## src/rtl/dpram_generic.sv

```systemverilog
// dpram_generic: two-port byte-writable RAM with a fixed-latency read pipeline,
// selectable read/write collision behaviour and out-of-range flagging.
module dpram_generic #(
    parameter string MemoryInitFile  = "none",
    parameter string MemoryPrimitive = "",
    parameter int    ReadLatency     = 1,
    parameter int    AddrBusWidth    = 32,
    parameter int    DataBusWidth    = 32,
    parameter int    MemSizeWords    = 0,
    parameter string CollisionMode   = "READ_FIRST"
) (
    input  logic                      clk,
    input  logic                      rst,
    input  logic                      a_re,
    input  logic                      a_we,
    input  logic [DataBusWidth/8-1:0] a_be,
    input  logic [AddrBusWidth-1:0]   a_addr,
    input  logic [DataBusWidth-1:0]   a_w_data,
    output logic [DataBusWidth-1:0]   a_r_data,
    output logic                      a_r_valid,
    output logic                      a_err,
    input  logic                      b_re,
    input  logic                      b_we,
    input  logic [DataBusWidth/8-1:0] b_be,
    input  logic [AddrBusWidth-1:0]   b_addr,
    input  logic [DataBusWidth-1:0]   b_w_data,
    output logic [DataBusWidth-1:0]   b_r_data,
    output logic                      b_r_valid,
    output logic                      b_err
);

    localparam int NumBytes = DataBusWidth / 8;
    localparam int IdxWidth = (MemSizeWords == 0) ? AddrBusWidth :
                              ((MemSizeWords > 1) ? $clog2(MemSizeWords) : 1);
    localparam longint unsigned MemWords = (MemSizeWords == 0) ? (64'd1 << AddrBusWidth) :
                                           longint'(MemSizeWords);
    localparam logic [AddrBusWidth:0] LimitVal = (AddrBusWidth + 1)'(MemWords);
    localparam bit WriteFirst = (CollisionMode == "WRITE_FIRST");

    if ((ReadLatency < 1) || (ReadLatency > 4)) begin : g_chk_latency
        $error("dpram_generic: ReadLatency %0d outside 1..4", ReadLatency);
    end
    if ((DataBusWidth % 8) != 0) begin : g_chk_width
        $error("dpram_generic: DataBusWidth %0d is not a multiple of 8", DataBusWidth);
    end
    if ((CollisionMode != "READ_FIRST") && (CollisionMode != "WRITE_FIRST")) begin : g_chk_mode
        $error("dpram_generic: CollisionMode must be READ_FIRST or WRITE_FIRST");
    end
    if ((MemSizeWords > 0) && ($clog2(MemSizeWords) > AddrBusWidth)) begin : g_chk_size
        $error("dpram_generic: MemSizeWords %0d not addressable", MemSizeWords);
    end

    logic                    re_s       [2];
    logic                    we_s       [2];
    logic [NumBytes-1:0]     be_s       [2];
    logic [AddrBusWidth-1:0] addr_s     [2];
    logic [DataBusWidth-1:0] wdata_s    [2];
    logic [IdxWidth-1:0]     idx_s      [2];
    logic                    in_range_s [2];
    logic                    wr_ok_s    [2];
    logic                    wr_oor_s   [2];
    logic [DataBusWidth-1:0] old_s      [2];
    logic [DataBusWidth-1:0] merged_s   [2];
    logic [DataBusWidth-1:0] rd_word_s  [2];
    logic                    valid_in_s [2][ReadLatency];
    logic [DataBusWidth-1:0] data_in_s  [2][ReadLatency];
    logic                    err_in_s   [2][ReadLatency];
    logic                    valid_r    [2][ReadLatency];
    logic [DataBusWidth-1:0] data_r     [2][ReadLatency];
    logic                    err_r      [2][ReadLatency];

    (* ram_style = MemoryPrimitive *)
    logic [DataBusWidth-1:0] mem_r [0:MemWords-1];

    assign re_s[0]    = a_re;
    assign re_s[1]    = b_re;
    assign we_s[0]    = a_we;
    assign we_s[1]    = b_we;
    assign be_s[0]    = a_be;
    assign be_s[1]    = b_be;
    assign addr_s[0]  = a_addr;
    assign addr_s[1]  = b_addr;
    assign wdata_s[0] = a_w_data;
    assign wdata_s[1] = b_w_data;

    // Address decode, range check and write qualification per port
    always_comb begin
        for (int p = 0; p < 2; p++) begin
            idx_s[p]      = addr_s[p][IdxWidth-1:0];
            in_range_s[p] = ({1'b0, addr_s[p]} < LimitVal);
            wr_ok_s[p]    = rst & we_s[p] & in_range_s[p];
            wr_oor_s[p]   = we_s[p] & ~in_range_s[p];
        end
    end

    // Read word per port; the merged view applies this cycle's writes with port a on top
    always_comb begin
        for (int p = 0; p < 2; p++) begin
            old_s[p]    = mem_r[idx_s[p]];
            merged_s[p] = old_s[p];
            for (int i = 0; i < NumBytes; i++) begin
                merged_s[p][8*i +: 8] =
                    (wr_ok_s[0] && (addr_s[0] == addr_s[p]) && be_s[0][i]) ? wdata_s[0][8*i +: 8] :
                    (wr_ok_s[1] && (addr_s[1] == addr_s[p]) && be_s[1][i]) ? wdata_s[1][8*i +: 8] :
                    old_s[p][8*i +: 8];
            end
            rd_word_s[p] = (!in_range_s[p]) ? {DataBusWidth{1'b0}} :
                           (WriteFirst ? merged_s[p] : old_s[p]);
        end
    end

    // Inputs of each pipeline stage: stage 0 takes the request, later stages the previous stage
    always_comb begin
        for (int p = 0; p < 2; p++) begin
            valid_in_s[p][0] = re_s[p];
            data_in_s[p][0]  = rd_word_s[p];
            err_in_s[p][0]   = re_s[p] & ~in_range_s[p];
            for (int k = 1; k < ReadLatency; k++) begin
                valid_in_s[p][k] = valid_r[p][k-1];
                data_in_s[p][k]  = data_r[p][k-1];
                err_in_s[p][k]   = err_r[p][k-1];
            end
        end
    end

    // Read pipeline; data stages load only behind a valid so the last stage holds its value
    always_ff @(posedge clk or negedge rst) begin
        if (!rst) begin
            for (int p = 0; p < 2; p++) begin
                for (int k = 0; k < ReadLatency; k++) begin
                    valid_r[p][k] <= 1'b0;
                    data_r[p][k]  <= {DataBusWidth{1'b0}};
                    err_r[p][k]   <= 1'b0;
                end
            end
        end else begin
            for (int p = 0; p < 2; p++) begin
                for (int k = 0; k < ReadLatency; k++) begin
                    valid_r[p][k] <= valid_in_s[p][k];
                    err_r[p][k]   <= err_in_s[p][k] | ((k == (ReadLatency - 1)) && wr_oor_s[p]);
                    if (valid_in_s[p][k]) begin
                        data_r[p][k] <= data_in_s[p][k];
                    end
                end
            end
        end
    end

    // Byte-masked writes; port a is applied last so it wins bytes both ports enable
    always_ff @(posedge clk) begin
        for (int i = 0; i < NumBytes; i++) begin
            if (wr_ok_s[1] && be_s[1][i]) begin
                mem_r[idx_s[1]][8*i +: 8] <= wdata_s[1][8*i +: 8];
            end
            if (wr_ok_s[0] && be_s[0][i]) begin
                mem_r[idx_s[0]][8*i +: 8] <= wdata_s[0][8*i +: 8];
            end
        end
    end

    assign a_r_data  = data_r[0][ReadLatency-1];
    assign a_r_valid = valid_r[0][ReadLatency-1];
    assign a_err     = err_r[0][ReadLatency-1];
    assign b_r_data  = data_r[1][ReadLatency-1];
    assign b_r_valid = valid_r[1][ReadLatency-1];
    assign b_err     = err_r[1][ReadLatency-1];

endmodule

```

## config.mk

```make
export PLATFORM = sky130hd
export DESIGN_NAME = dpram_generic
export DESIGN_NICKNAME = d
export VERILOG_FILES = /design/src/rtl/dpram_generic.sv
export SDC_FILE = /design/constraint.sdc
export NUM_CORES = 1
export LEC_CHECK = 0
export ABC_CLOCK_PERIOD_IN_PS = 900
export CORE_MARGIN = 2
export CORE_UTILIZATION = 30
export CTS_CLUSTER_SIZE = 10
export DETAILED_ROUTE_END_ITERATION = 8
export MAX_ROUTING_LAYER = met4
export PLACE_DENSITY_LB_ADDON = 0.2
export SLEW_MARGIN = 5
export SYNTH_ARGS = -nofsm -noshare
export SYNTH_HDL_FRONTEND = slang
export SYNTH_SLANG_ARGS = --single-unit
```

## constraint.sdc

```tcl
create_clock -name clk -period 0.9 [get_ports clk]
set_input_delay 0.135 -clock clk [delete_from_list [all_inputs] [get_ports clk]]
set_output_delay 0.135 -clock clk [all_outputs]
set_load 0.005 [all_outputs]
```

==> flow_metrics.py, run 1 <==
metrics = {
    "logic_synthesis": {
        "yosysWarningCount": 0,
        "synth-compound-area-share": 0.0620,
        "syn_area_per_cell_um2": 12.7,
        "synth_area_mm2": 0.00613,
        "synth_area_leaders": "edfxtp_1, dfrtp_1, mux2_2, mux2i_1, a21oi_1",
        "yosys.area.top_type": "edfxtp_1",
        "yosysTopAreaCellShare": 0.313,
        "synth_seq_cells": 130,
        "ys_seq_area_frac": 0.583,
        "yosys.area_share.xor_xnor": 0,
        "synth_mux_area_frac": 0.222,
        "synth_ff_type": "dfrtp_1",
        "synthCells": 481,
        "synth_simple_gate_area_frac": 0.114,
        "synth_top_family_by_area": "multiplexers",
        "synthAdderAreaFrac": 0,
        "synth_edf_count": 64,
        "async_reset_ff_frac": 0.508,
        "synthDistinctLibCells": 23,
    },
    "sta": {
        "hold_violations": 0,
        "slew_headroom": 0.601,
        "finalClockSkew_ns": 0.00746,
        "rsz0062_at_grt": "true",
        "fin_crit_sh": 1.64,
        "worst_slew_pin_slew_ns": 0.598,
        "setup_violations": 196,
        "final.setup.worst_slack_ns": -0.577,
        "max_freq_ghz": 0.677,
        "fin_crit_ns": 1.48,
        "drv_slew": 0,
    },
    "clock_tree": {
        "clockBufferDepth": 2,
        "cts_tree": "built",
        "clock-root-buffer": "clkbuf_16",
        "clk_latency_ns": 0.41,
        "htreeDepth": 4,
        "numCtsBuffers": 17,
        "cts.sinks": 130,
        "clkTransAtPathRegs_ns": 0.06,
    },
    "floorplanning": {
        "fp-row-count": 52,
        "ios": 210,
        "die_w_um": 147,
        "initial_core_util": 0.304,
        "core-area_mm2": 0.0202,
        "dieArea_mm2": 0.0216,
        "die_y_um": 147,
    },
    "layout": {
        "syn2layout_area_growth_pct": 68.6,
        "post-route-util": 0.513,
        "mostFrequentLayoutCells": "buf_4, buf_2, clkdlybuf4s50_1",
        "drive_gt1_frac": 0.443,
        "final_common_cell": "buf_4",
        "stdcell_area_mm2": 0.0103,
        "nets": 939,
    },
    "grt": {
        "track_usage": 0.188,
        "grt_pass1_wl_um": 30100,
        "first_global_vias": 5447,
        "antenna_found_initial": 2,
        "grt_max_degree": 64,
        "gr-total-overflow": 0,
    },
    "job": {
        "max_cap_viol_count": 0,
    },
    "status": {
        "violations": "setup timing",
        "status": "complete, but fails checks",
    },
    "worst_setup_path": {
        "cp.required_ns": 1.06,
        "r2r-end": "b_r_data[12]$_DFFE_PN0P_",
        "r2r_slack_ns": -0.07,
        "endpoint_kind": "register",
        "critPathKind": "in -> reg",
        "r2r_cells": 5,
        "reg2reg_from": "b_r_data[12]$_DFFE_PN0P_",
        "critical_path_arrival_ns": 1.63,
        "crit_fanout": 9,
        "worstSetupStartpointType": "primary input",
    },
    "power": {
        "power_mw": 16.4,
        "vdd_drop_max_uv": 1150,
        "power.leakage_nw": 4.37,
        "p_per_area_mw_per_mm2": 1590,
    },
    "routing": {
        "dr.pass1.iters": 4,
        "antenna_left": 0,
        "wl_per_cell_um": 18.0,
        "vias": 5134,
        "vias_per_cell": 4.74,
        "route.detailed.drc": 0,
        "drt_iter0_drc": 205,
        "wl_um": 19500,
    },
    "min_path": {
        "min_path_type": "in -> reg",
        "hold_start": "b_re",
        "holdPathStages": 2,
        "hold_end": "b_r_valid$_DFF_PN0_",
    },
    "placement": {
        "gp_congestion": 0.782,
        "placed_area_mm2": 0.00906,
        "placement.io_buffers": 207,
        "hpwl_um": 13000,
    },
}
-- how the worst max path moves through the flow --
stage,depth (start not counted),endpoint,startpoint
global route,6,mem_r[0][12]$_DFFE_PP_,a_addr[2]
global placement,6,mem_r[0][8]$_DFFE_PP_,a_addr[30]
floorplan,4,mem_r[0][0]$_DFFE_PP_,a_addr[6]
detailed placement,6,mem_r[0][14]$_DFFE_PP_,a_addr[30]
finish,8,mem_r[0][31]$_DFFE_PP_,a_addr[18]
CTS,8,mem_r[0][12]$_DFFE_PP_,a_addr[18]
-- worst max-delay path, stage by stage --
cell and delay (ns):
buf_6 0.09, buf_6 0.11, nor4_4 0.26, nand4_1 0.16, buf_6 0.18, nor3_4 0.20, buf_12 0.17, mux2_2 0.34
-- cells by family after synthesis --
kind of cell,after synthesis
compound gates,72
buf+inv,27
flops,130
mux,128
other cells,1
simple gates,123
-- where the power goes --
| part | total (mW) | switching [mW] | internal, mW |
|---|---|---|---|
| Combinational | 2.29 | 0.959 | 1.34 |
| Sequential | 6.58 | 0.119 | 6.47 |
| Clock | 7.54 | 2.63 | 4.91 |
| Total | 16.4 | 3.71 | 12.7 |
-- synth_stat cells, types with 4 or more instances --
cell type and n:
nand3_1 4, buf_2 6, mux2_2 62, clkbuf_1 12
nand4_1 19, nand4_2 5, nor4_1 17, buf_1 7
a21oi_1 64, nor3_4 4, a41o_1 4, edfxtp_1 64
nor2_1 65, mux2i_1 64, dfrtp_1 66, nand2_1 5
o21ai_0 4
-- routing by layer --
layer | GRT usage | wire, µm | part of all wire | up-vias
met5 | - | 0 | 0 | -
met4 | 0.0591 | 378 | 0.019 | 0
met3 | 0.0447 | 1040 | 0.053 | 30
met2 | 0.313 | 9790 | 0.50 | 176
met1 | 0.228 | 8300 | 0.43 | 2453
li1 | - | - | - | 2475
-- what timing repair did --
item                                    CTS  global route
endpoints found under the hold margin     3             0
cloned                                    4             0
endpoints found under the setup margin  258           262
hold buffers                              1             0
pin swaps                                50            16
setup buffers                            38            22
gates resized for setup                 463            85
-- sequential cells by signal, indices dropped and copies added (netlist names) --
signal and flops:
a_r_data 32, b_r_data 32, mem_r[-1] 32, mem_r 32, a_r_valid 1, b_r_valid 1
-- per-stage QoR --
| stage | instances | hold WS (ns) | TNS (ns) | setup slack [ns] |
|---|---|---|---|---|
| after global placement | 984 | 0.116 | -224.62 | -1.40 |
| after floorplan | 482 | -0.161 | -99.31 | -0.862 |
| after CTS | 1059 | 0.0613 | -72.52 | -0.576 |
| after detailed placement | 984 | 0.126 | -230.62 | -1.45 |
| final | 1082 | 0.0847 | -67.82 | -0.577 |
| after global routing | 1082 | 0.0709 | -76.51 | -0.636 |
-- layout make-up --
type,instances,area [µm²]
Sequential cell,130,3570
Multi-Input combinational cell,329,2970
Timing Repair Buffer,319,2810
Fill cell,1811,9830
Clock buffer,18,429
Tap cell,270,338
Antenna cell,2,5.00
Clock inverter,14,211
(Power assumes the default switching activity.)
==> run 2: changes to the inputs <==
- ABC_CLOCK_PERIOD_IN_PS: 900 -> 1680
- CTS_CLUSTER_SIZE: 10 -> default
- GPL_TIMING_DRIVEN: default -> 0
- clock period: 0.9 -> 1.68 ns (I/O delays scaled with it)
==> run 2 against run 1 <==
- the flow still finishes with violations (setup timing)
- combinational power down 51%
- wire length up 2.6%
- via count down 3.0%
- register-to-register slack better by 0.93 ns
- sequential power down 46%
- setup slack better by 0.57 ns
- first-iteration DRC count up 22%
- clock power down 53%
- die area unchanged
- clock-buffer cell count down 1
- clock skew down 0.0033 ns
- largest power group is now registers
==> flow_metrics.py, run 2 (same netlist as run 1, synthesis figures left out) <==
metrics = {
    "status": {
        "status": "complete, but fails checks",
        "violations": "setup timing",
    },
    "power": {
        "power_mw": 8.19,
        "power.leakage_nw": 3.95,
        "internal_power_mw": 6.08,
        "p_comb_frac": 0.138,
        "vdd_drop_max_uv": 569,
        "p_sw_mw": 2.12,
        "p_sw_frac": 0.258,
        "clockPowerShare": 0.431,
        "seqPwrFrac": 0.431,
        "p_per_area_mw_per_mm2": 835,
    },
    "clock_tree": {
        "cts.sinks": 130,
        "clkTransAtPathRegs_ns": 0.06,
        "clockBufferDepth": 2,
        "numCtsBuffers": 17,
        "clock-root-buffer": "clkbuf_16",
        "cts_tree": "built",
        "clk_latency_ns": 0.42,
        "htreeDepth": 4,
    },
    "sta": {
        "max_freq_ghz": 0.591,
        "worst_slew_pin_slew_ns": 0.868,
        "timing.hold.ws_ns": 0.298,
        "slew_headroom": 0.422,
        "drv_slew": 0,
        "fin_crit_ns": 1.69,
        "tns_ns": -0.0716,
        "finalClockSkew_ns": 0.00412,
        "fin_crit_sh": 1.01,
        "hold_violations": 0,
        "final.setup.worst_slack_ns": -0.0114,
        "setup_violations": 14,
    },
    "routing": {
        "routed.top_layer": "met4",
        "wl_met1_um": 8220,
        "route.detailed.drc": 0,
        "dr.pass1.iters": 5,
        "vias": 4980,
        "wl_per_cell_um": 19.7,
        "wl_um": 20000,
        "vias_per_cell": 4.91,
        "drt_iter0_drc": 250,
        "antenna_left": 0,
        "wl_met3_um": 1360,
        "wl_met2_um": 10000,
    },
    "grt": {
        "grt_max_degree": 38,
        "first_global_vias": 5421,
        "track_usage": 0.194,
        "antenna_found_initial": 0,
        "grt_pass1_wl_um": 30200,
        "gr-total-overflow": 0,
    },
    "min_path": {
        "min_path_type": "in -> reg",
        "hold_start": "a_addr[0]",
    },
    "job": {
        "max_cap_viol_count": 0,
    },
    "floorplanning": {
        "dieArea_mm2": 0.0216,
        "fp-row-count": 52,
        "die_w_um": 147,
        "ios": 210,
        "initial_core_util": 0.304,
        "die_y_um": 147,
        "core-area_mm2": 0.0202,
    },
    "worst_setup_path": {
        "critPathKind": "in -> reg",
        "crit_fanout": 8,
        "reg2reg_from": "mem_r[-1][7]$_DFFE_PP_",
        "critical_path.startpoint": "b_addr[10]",
        "r2r_slack_ns": 0.86,
        "cp.required_ns": 1.82,
        "endpoint_kind": "register",
        "worstSetupStartpointType": "primary input",
        "critical_path_arrival_ns": 1.83,
    },
    "layout": {
        "syn2layout_area_growth_pct": 60.0,
        "final_common_cell": "clkdlybuf4s50_1",
        "multi_input_area_mm2": 0.00284,
        "mostFrequentLayoutCells": "clkdlybuf4s50_1, dfrtp_1",
        "drive_gt1_frac": 0.251,
        "fillers": 1808,
        "nets": 873,
        "diodes": 0,
        "area.sequential_mm2": 0.00357,
    },
    "placement": {
        "hpwl_um": 14000,
        "placement.io_buffers": 204,
        "gp_congestion": 0.794,
    },
}
==> run 2: changes by cell type in the layout (fill, tap and decap cells not counted), moves of 21 or more <==
| cell | before | now |
|---|---|---|
| buf_2 | 74 | 4 |
| mux2_4 | 28 | 7 |
| dlygate4sd2_1 | 30 | 9 |
| buf_6 | 36 | 3 |
| buf_4 | 81 | 8 |
| clkdlybuf4s50_1 | 73 | 154 |
==> run 2: per-layer routing <==
layer,track usage,up-vias
met1,0.227,2425
met2,0.324,191
met4,0.0731,0
met5,-,-
li1,-,2338
met3,0.0466,26
==> run 2: final cells by class <==
class | count | area share
multi-input combinational | 329 | 0.289
timing repair buffer | 226 | 0.240
clock inverter | 15 | 0.0143
tap | 270 | 0.0344
clock buffer | 17 | 0.0433
buffer | 27 | 0.0144
sequential | 130 | 0.364
==> run 2: final timing paths <==
check | cells after the start | endpoint
worst min register to register | 2 | b_r_data[1]$_DFFE_PN0P_
worst max-delay path | 6 | mem_r[-1][24]$_DFFE_PP_
worst min-delay path | 3 | a_r_data[31]$_DFFE_PN0P_
min in group asynchronous | 3 | b_r_data[31]$_DFFE_PN0P_
worst max register to register | 2 | a_r_data[7]$_DFFE_PN0P_
max in group asynchronous | 4 | b_r_data[19]$_DFFE_PN0P_
==> run 2: repair_timing <==
action / 4_1_cts / 5_1_grt
gates cloned: 4 / 0
hold buffers: 2 / 0
pin swaps: 26 / 34
endpoints found under the setup margin: 128 / 142
resized for setup: 58 / 74
hold endpoints to repair: 66 / 0
setup buffers: 18 / 1
==> run 2: metrics by stage <==
step / setup slack (ns) / util / cells / area, µm²
2_1_floorplan: -0.199 / - / 482 / 6310
3_3_place_gp: -3.68 / 0.431 / 956 / 8690
3_5_place_dp: -1.17 / 0.432 / 957 / 8710
4_1_cts: -0.00625 / 0.482 / 1013 / 9720
5_1_grt: -0.0294 / 0.487 / 1014 / 9810
6_report: -0.0114 / 0.487 / 1014 / 9810
==> run 2: critical path, stage by stage <==
cell             delay [ns]
clkdlybuf4s50_1        0.52
nand4_1                0.11
nor4_1                 0.35
nand2_2                0.23
o21ai_4                0.21
buf_12                 0.15
==> run 2: power by group through the flow <==
stage          sequential, mW  clock [mW]  combinational, mW
2_1_floorplan            3.60           0              0.325
3_3_place_gp             3.59           0               1.09
3_5_place_dp             3.60           0               1.11
4_1_cts                  3.54        3.60               1.13
5_1_grt                  3.55        3.75               1.22
6_report                 3.53        3.53               1.13
==> run 3: changes to the inputs <==
==> constraint.sdc (replaced) <==
create_clock -name clk -period 1.68 [get_ports clk]
set_input_delay 0.252 -clock clk [delete_from_list [all_inputs] [get_ports clk]]
set_output_delay 0.252 -clock clk [all_outputs]
set_load 0.02 [all_outputs]
==> run 3 against run 2 <==
- the run still ends with setup timing left
- wire length grew 0.22%
- sequential share of layout area is 0.12 points lower
- sequential power barely moved
- maximum frequency barely moved
- final cell count is the same
- worst hold slack got worse by 0.0017 ns
- core utilization grew 0.16 points
- first-iteration DRC count up 7.6%
- setup slack improved by 0.00064 ns
- non-clock buffer count unchanged
- via count stayed put
==> flow_metrics.py, run 3 (same netlist as run 1, synthesis figures left out) <==
metrics = {
    "layout": {
        "nets": 873,
        "final_common_cell": "clkdlybuf4s50_1",
        "syn2layout_area_growth_pct": 60.6,
        "stdcell_area_mm2": 0.00985,
        "mostFrequentLayoutCells": "clkdlybuf4s50_1, dfrtp_1",
        "drive_gt1_frac": 0.251,
        "diodes": 0,
        "fin_cells": 1014,
    },
    "floorplanning": {
        "core-area_mm2": 0.0202,
        "ios": 210,
        "dieArea_mm2": 0.0216,
        "die_w_um": 147,
        "initial_core_util": 0.304,
        "fp-row-count": 52,
        "die_y_um": 147,
    },
    "grt": {
        "grt_max_degree": 38,
        "use_met1": 0.227,
        "antenna_found_initial": 0,
        "use_met3": 0.0466,
        "grt_util_met2": 0.324,
        "first_global_vias": 5418,
        "gr-total-overflow": 0,
        "track_usage": 0.193,
        "grt_pass1_wl_um": 30200,
        "busiest_layer": "met2",
    },
    "power": {
        "p_per_area_mw_per_mm2": 844,
        "vdd_drop_max_uv": 571,
        "power.leakage_nw": 4.12,
    },
    "sta": {
        "setup_violations": 14,
        "fin_crit_sh": 1.01,
        "fin_crit_ns": 1.69,
        "hold_violations": 0,
        "worst_slew_pin_slew_ns": 0.865,
        "drv_slew": 0,
        "slew_headroom": 0.424,
        "timing.hold.ws_ns": 0.296,
        "finalClockSkew_ns": 0.00419,
        "max_freq_ghz": 0.591,
        "final.setup.worst_slack_ns": -0.0107,
    },
    "placement": {
        "dp_cells": 957,
        "hpwl_um": 14000,
        "gp_congestion": 0.794,
        "placed_area_mm2": 0.00871,
        "placement.io_buffers": 204,
    },
    "routing": {
        "vias": 4980,
        "wl_um": 20100,
        "dr.pass1.iters": 4,
        "vias_per_cell": 4.91,
        "wl_per_cell_um": 19.8,
        "route.detailed.drc": 0,
        "antenna_left": 0,
        "drt_iter0_drc": 269,
    },
    "status": {
        "violations": "setup timing",
        "status": "complete, but fails checks",
    },
    "clock_tree": {
        "clockBufferDepth": 2,
        "htreeDepth": 4,
        "clock-root-buffer": "clkbuf_16",
        "clkTransAtPathRegs_ns": 0.06,
        "cts_tree": "built",
        "clk_latency_ns": 0.42,
        "cts.sinks": 130,
        "numCtsBuffers": 17,
    },
    "worst_setup_path": {
        "worstSetupStartpointType": "primary input",
        "crit_fanout": 8,
        "critical_path_arrival_ns": 1.83,
        "critPathKind": "in -> reg",
        "cp.required_ns": 1.82,
        "reg2reg_from": "mem_r[-1][7]$_DFFE_PP_",
        "r2r-end": "a_r_data[7]$_DFFE_PN0P_",
        "r2r_slack_ns": 0.85,
        "endpoint_kind": "register",
        "r2r_cells": 2,
    },
    "min_path": {
        "hold_end": "a_r_data[31]$_DFFE_PN0P_",
        "min_path_type": "in -> reg",
        "holdPathStages": 3,
        "hold_start": "a_addr[0]",
    },
    "job": {
        "max_cap_viol_count": 0,
    },
}
-- run 3: per-stage QoR --
stage	TNS, ns	power [mW]	util	setup WS (ns)
CTS	-0.0413	8.39	0.481	-0.00625
floorplan	-14.45	4.06	-	-0.199
finish	-0.0566	8.31	0.488	-0.0107
global route	-1.12	8.62	0.488	-0.0294
global placement	-587.81	4.82	0.431	-3.68
detailed placement	-146.44	4.85	0.432	-1.17
-- run 3: worst max-delay path by stage --
stage	slack [ns]	cells after the start	to	start
2_1_floorplan	-0.20	4	mem_r[0][0]$_DFFE_PP_	a_addr[6]
3_3_place_gp	-3.68	7	mem_r[0][19]$_DFFE_PP_	rst
3_5_place_dp	-1.17	5	mem_r[0][19]$_DFFE_PP_	a_addr[14]
4_1_cts	-0.006	6	mem_r[-1][9]$_DFFE_PP_	b_addr[13]
5_1_grt	-0.03	6	mem_r[-1][12]$_DFFE_PP_	b_addr[10]
6_report	-0.01	6	mem_r[-1][24]$_DFFE_PP_	b_addr[10]
-- run 3: where the power goes --
group          switching [mW]  total (mW)  internal (mW)  leakage (nW)
Sequential             0.0684        3.53           3.46          1.31
Combinational           0.618        1.24          0.625          2.53
Clock                    1.58        3.54           1.96         0.277
Total                    2.26        8.31           6.05          4.12
-- run 3: layer usage --
layer | up-vias | wire length, µm
li1 | 2337 | -
met1 | 2436 | 8320
met2 | 181 | 10100
met3 | 26 | 1250
met4 | 0 | 422
met5 | - | 0
-- run 3: timing repair --
action,CTS,global route
gates cloned,4,0
hold endpoints to repair,66,0
setup buffers,18,1
setup endpoints to repair,146,164
pin swaps,26,34
hold buffers,2,0
gates resized for setup,76,96
-- run 3: final cells by class --
| type | count | area (µm²) |
|---|---|---|
| clock buffer | 17 | 425 |
| timing repair buffer | 226 | 2390 |
| fill | 1817 | 10300 |
| sequential | 130 | 3570 |
| multi-input combinational | 329 | 2840 |
| clock inverter | 15 | 140 |
| tap | 270 | 338 |
| buffer | 27 | 141 |
-- run 3: critical path, stage by stage --
cell and delay, ns:
clkdlybuf4s50_1 0.52, nand4_1 0.11, nor4_1 0.35, nand2_2 0.23, o21ai_4 0.21, buf_12 0.15
==> RTL change: new RTL, config.mk and constraints of run 2 <==
Set the parameter `DataBusWidth` to 16 (it was 32).
--- a/src/rtl/dpram_generic.sv
+++ b/src/rtl/dpram_generic.sv
@@ -6,5 +6,5 @@
     parameter int    ReadLatency     = 1,
     parameter int    AddrBusWidth    = 32,
-    parameter int    DataBusWidth    = 32,
+    parameter int    DataBusWidth    = 16,
     parameter int    MemSizeWords    = 0,
     parameter string CollisionMode   = "READ_FIRST"
Ports: changed (6 resized); port bits go from 210 to 142. The function was not compared with the original's and may differ.
==> RTL change against run 2 <==
The flow still finishes with violations (setup timing); largest cell class unchanged; critical path depth is 2 higher; global-route usage is 1.3 points lower; area after synthesis is 47% lower; total power is 49% lower; final cell count is 44% lower; critical endpoint is now mem_r[0][9]$_DFFE_PP_; cell area is 44% lower; wire length is 50% lower; worst setup slack better by 0.011 ns; sequential cell count is 64 lower.
==> RTL change: results (changes against run 2) <==
status=finished, violations left; failing checks=setup timing; reg2reg start=mem_r[-1][2]$_DFFE_PP_; sequential area share after synthesis=56.0% (-2.3 points); Post-synth EDFFs=32 (-50%); maximum number of pins on one net before global-route repair=35 (-7.9%); cts bufs inserted=9 (-8); cell count of the worst hold path=3 (unchanged); Final WS setup=-0.000511 ns (+0.0109 ns); CTS clk-pin slew, worst paths=0.08 ns (+0.02 ns); 1st-iter DRT viols=107 (-57%); actual slew at the worst max-slew pin=0.631 ns (-0.237 ns); routability cong.=0.834 (+5.1%); vias in the first global route=2925 (-46%); Buffers on Ports=137 (-33%); fraction of layout instances using a drive strength above 1=23.0% (-2.2 points); Layout Nets=532 (-39%); Worst R2R Setup Slack=0.80 ns (-0.06 ns); number of diodes=0 (unchanged); H-tree levels=3 (-1); DP Wirelength=7250 µm (-48%); vias=2843 (-43%); post-synthesis async set-or-reset flop share=51.5% (+0.75 points); crit path to=mem_r[0][9]$_DFFE_PP_; Synth area leaders=edfxtp_1 (30%), dfrtp_1 (26%), mux2_2 (10%); Worst VDD drop=0.314 mV (-45%); Area after DPL=4810 µm² (-45%); Worst Skew=0.00753 ns (+0.00341 ns); worst setup path start=a_addr[13]; final setup fails=2 (-12); routed wire length=9930 µm (-50%); antenna violations before repair=0 (unchanged); TNS Setup=-0.000606 ns (+0.0710 ns); Int Pwr=3.21 mW (-47%); Max FO, Critical Path=4 (-4); Fillers=931 (-49%); count of cell types in the netlist=25 (+8.7%); CTS Root Cell=clkbuf_8; reg2reg end=a_r_data[2]$_DFFE_PN0P_; drt first pass iters=4 (-1); first-pass GRT wire length=15000 µm (-50%); gr usage total=18.0% (-1.3 points); top cells by count, synth=dfrtp_1 (34), nor2_1 (33), a21oi_1 (32), edfxtp_1 (32), mux2i_1 (32); Worst-Skew Late Latency=0.34 ns (-0.08 ns); Leak=2.17 nW (-45%)
-- RTL change: per-stage QoR --
step                total power [mW]  hold WS (ns)  std cells  worst slack, ns
floorplan                       1.99       -0.0436        263          -0.0837
finish                          4.14         0.290        567        -0.000511
global route                    4.30         0.289        567          -0.0938
global placement                2.45         0.508        536            -1.99
CTS                             4.16         0.267        566          0.00378
detailed placement              2.47         0.358        537           -0.820
-- RTL change: power groups by stage --
stage / Clock [mW] / Sequential (mW) / Combinational (mW)
after floorplan: 0 / 1.82 / 0.165
after global placement: 0 / 1.82 / 0.629
after detailed placement: 0 / 1.82 / 0.641
after CTS: 1.73 / 1.79 / 0.644
after global routing: 1.80 / 1.80 / 0.702
final: 1.70 / 1.79 / 0.654
-- RTL change: area by class of cell --
cell class / instances / area (µm²) / share of cell area [%]
Multi-Input combinational cell: 187 / 1640 / 29.8
Tap cell: 136 / 170 / 3.10
Timing Repair Buffer: 150 / 1540 / 27.9
Clock inverter: 4 / 77.6 / 1.41
Clock buffer: 12 / 188 / 3.42
Buffer: 12 / 72.6 / 1.32
Sequential cell: 66 / 1810 / 33.0
-- RTL change: worst min-delay path by stage --
stage                              from                       end  slack [ns]
6_report                      a_addr[0]   a_r_data[1]$_DFFE_PN0P_        0.29
3_3_place_gp   a_r_data[12]$_DFFE_PN0P_  a_r_data[12]$_DFFE_PN0P_        0.51
3_5_place_dp                        rst   b_r_data[3]$_DFFE_PN0P_        0.36
2_1_floorplan                       rst   a_r_data[0]$_DFFE_PN0P_       -0.04
4_1_cts                       a_addr[0]   a_r_data[0]$_DFFE_PN0P_        0.27
5_1_grt                       a_addr[0]   a_r_data[0]$_DFFE_PN0P_        0.29
-- RTL change: critical path: stages --
cell and delay (ns):
clkdlybuf4s15_1 0.20, nor4_2 0.29, nand4_1 0.11, buf_4 0.17
nor3_4 0.17, buf_6 0.14, buf_16 0.11, mux2_2 0.32
-- RTL change: per-layer routing --
metal | global-route usage [%] | part of all wire (%) | up-vias
li1 | - | - | 1347
met3 | 4.18 | 6.1 | 12
met2 | 31.0 | 52 | 124
met4 | 6.50 | 1.7 | 0
met1 | 20.6 | 40 | 1360
met5 | - | 0 | -
-- RTL change: timing repair --
action	4_1_cts	5_1_grt
pin swaps	17	17
cloned	3	0
gates resized for setup	64	34
hold buffers	1	0
endpoints found under the setup margin	64	44
buffers inserted	9	1
hold endpoints to repair	34	0
-- RTL change: cells by family (layout without fill, tap and decap cells) --
kind of cell / Yosys count / in the layout / synth area share, %
and+or+nand+nor: 83 / 85 / 15.0
DFF: 66 / 66 / 56.0
muxes: 64 / 64 / 21.0
AOI/OAI and AO/OA: 36 / 36 / 5.88
buffers and inverters: 12 / 178 / 1.93
other: 1 / 2 / 0.116
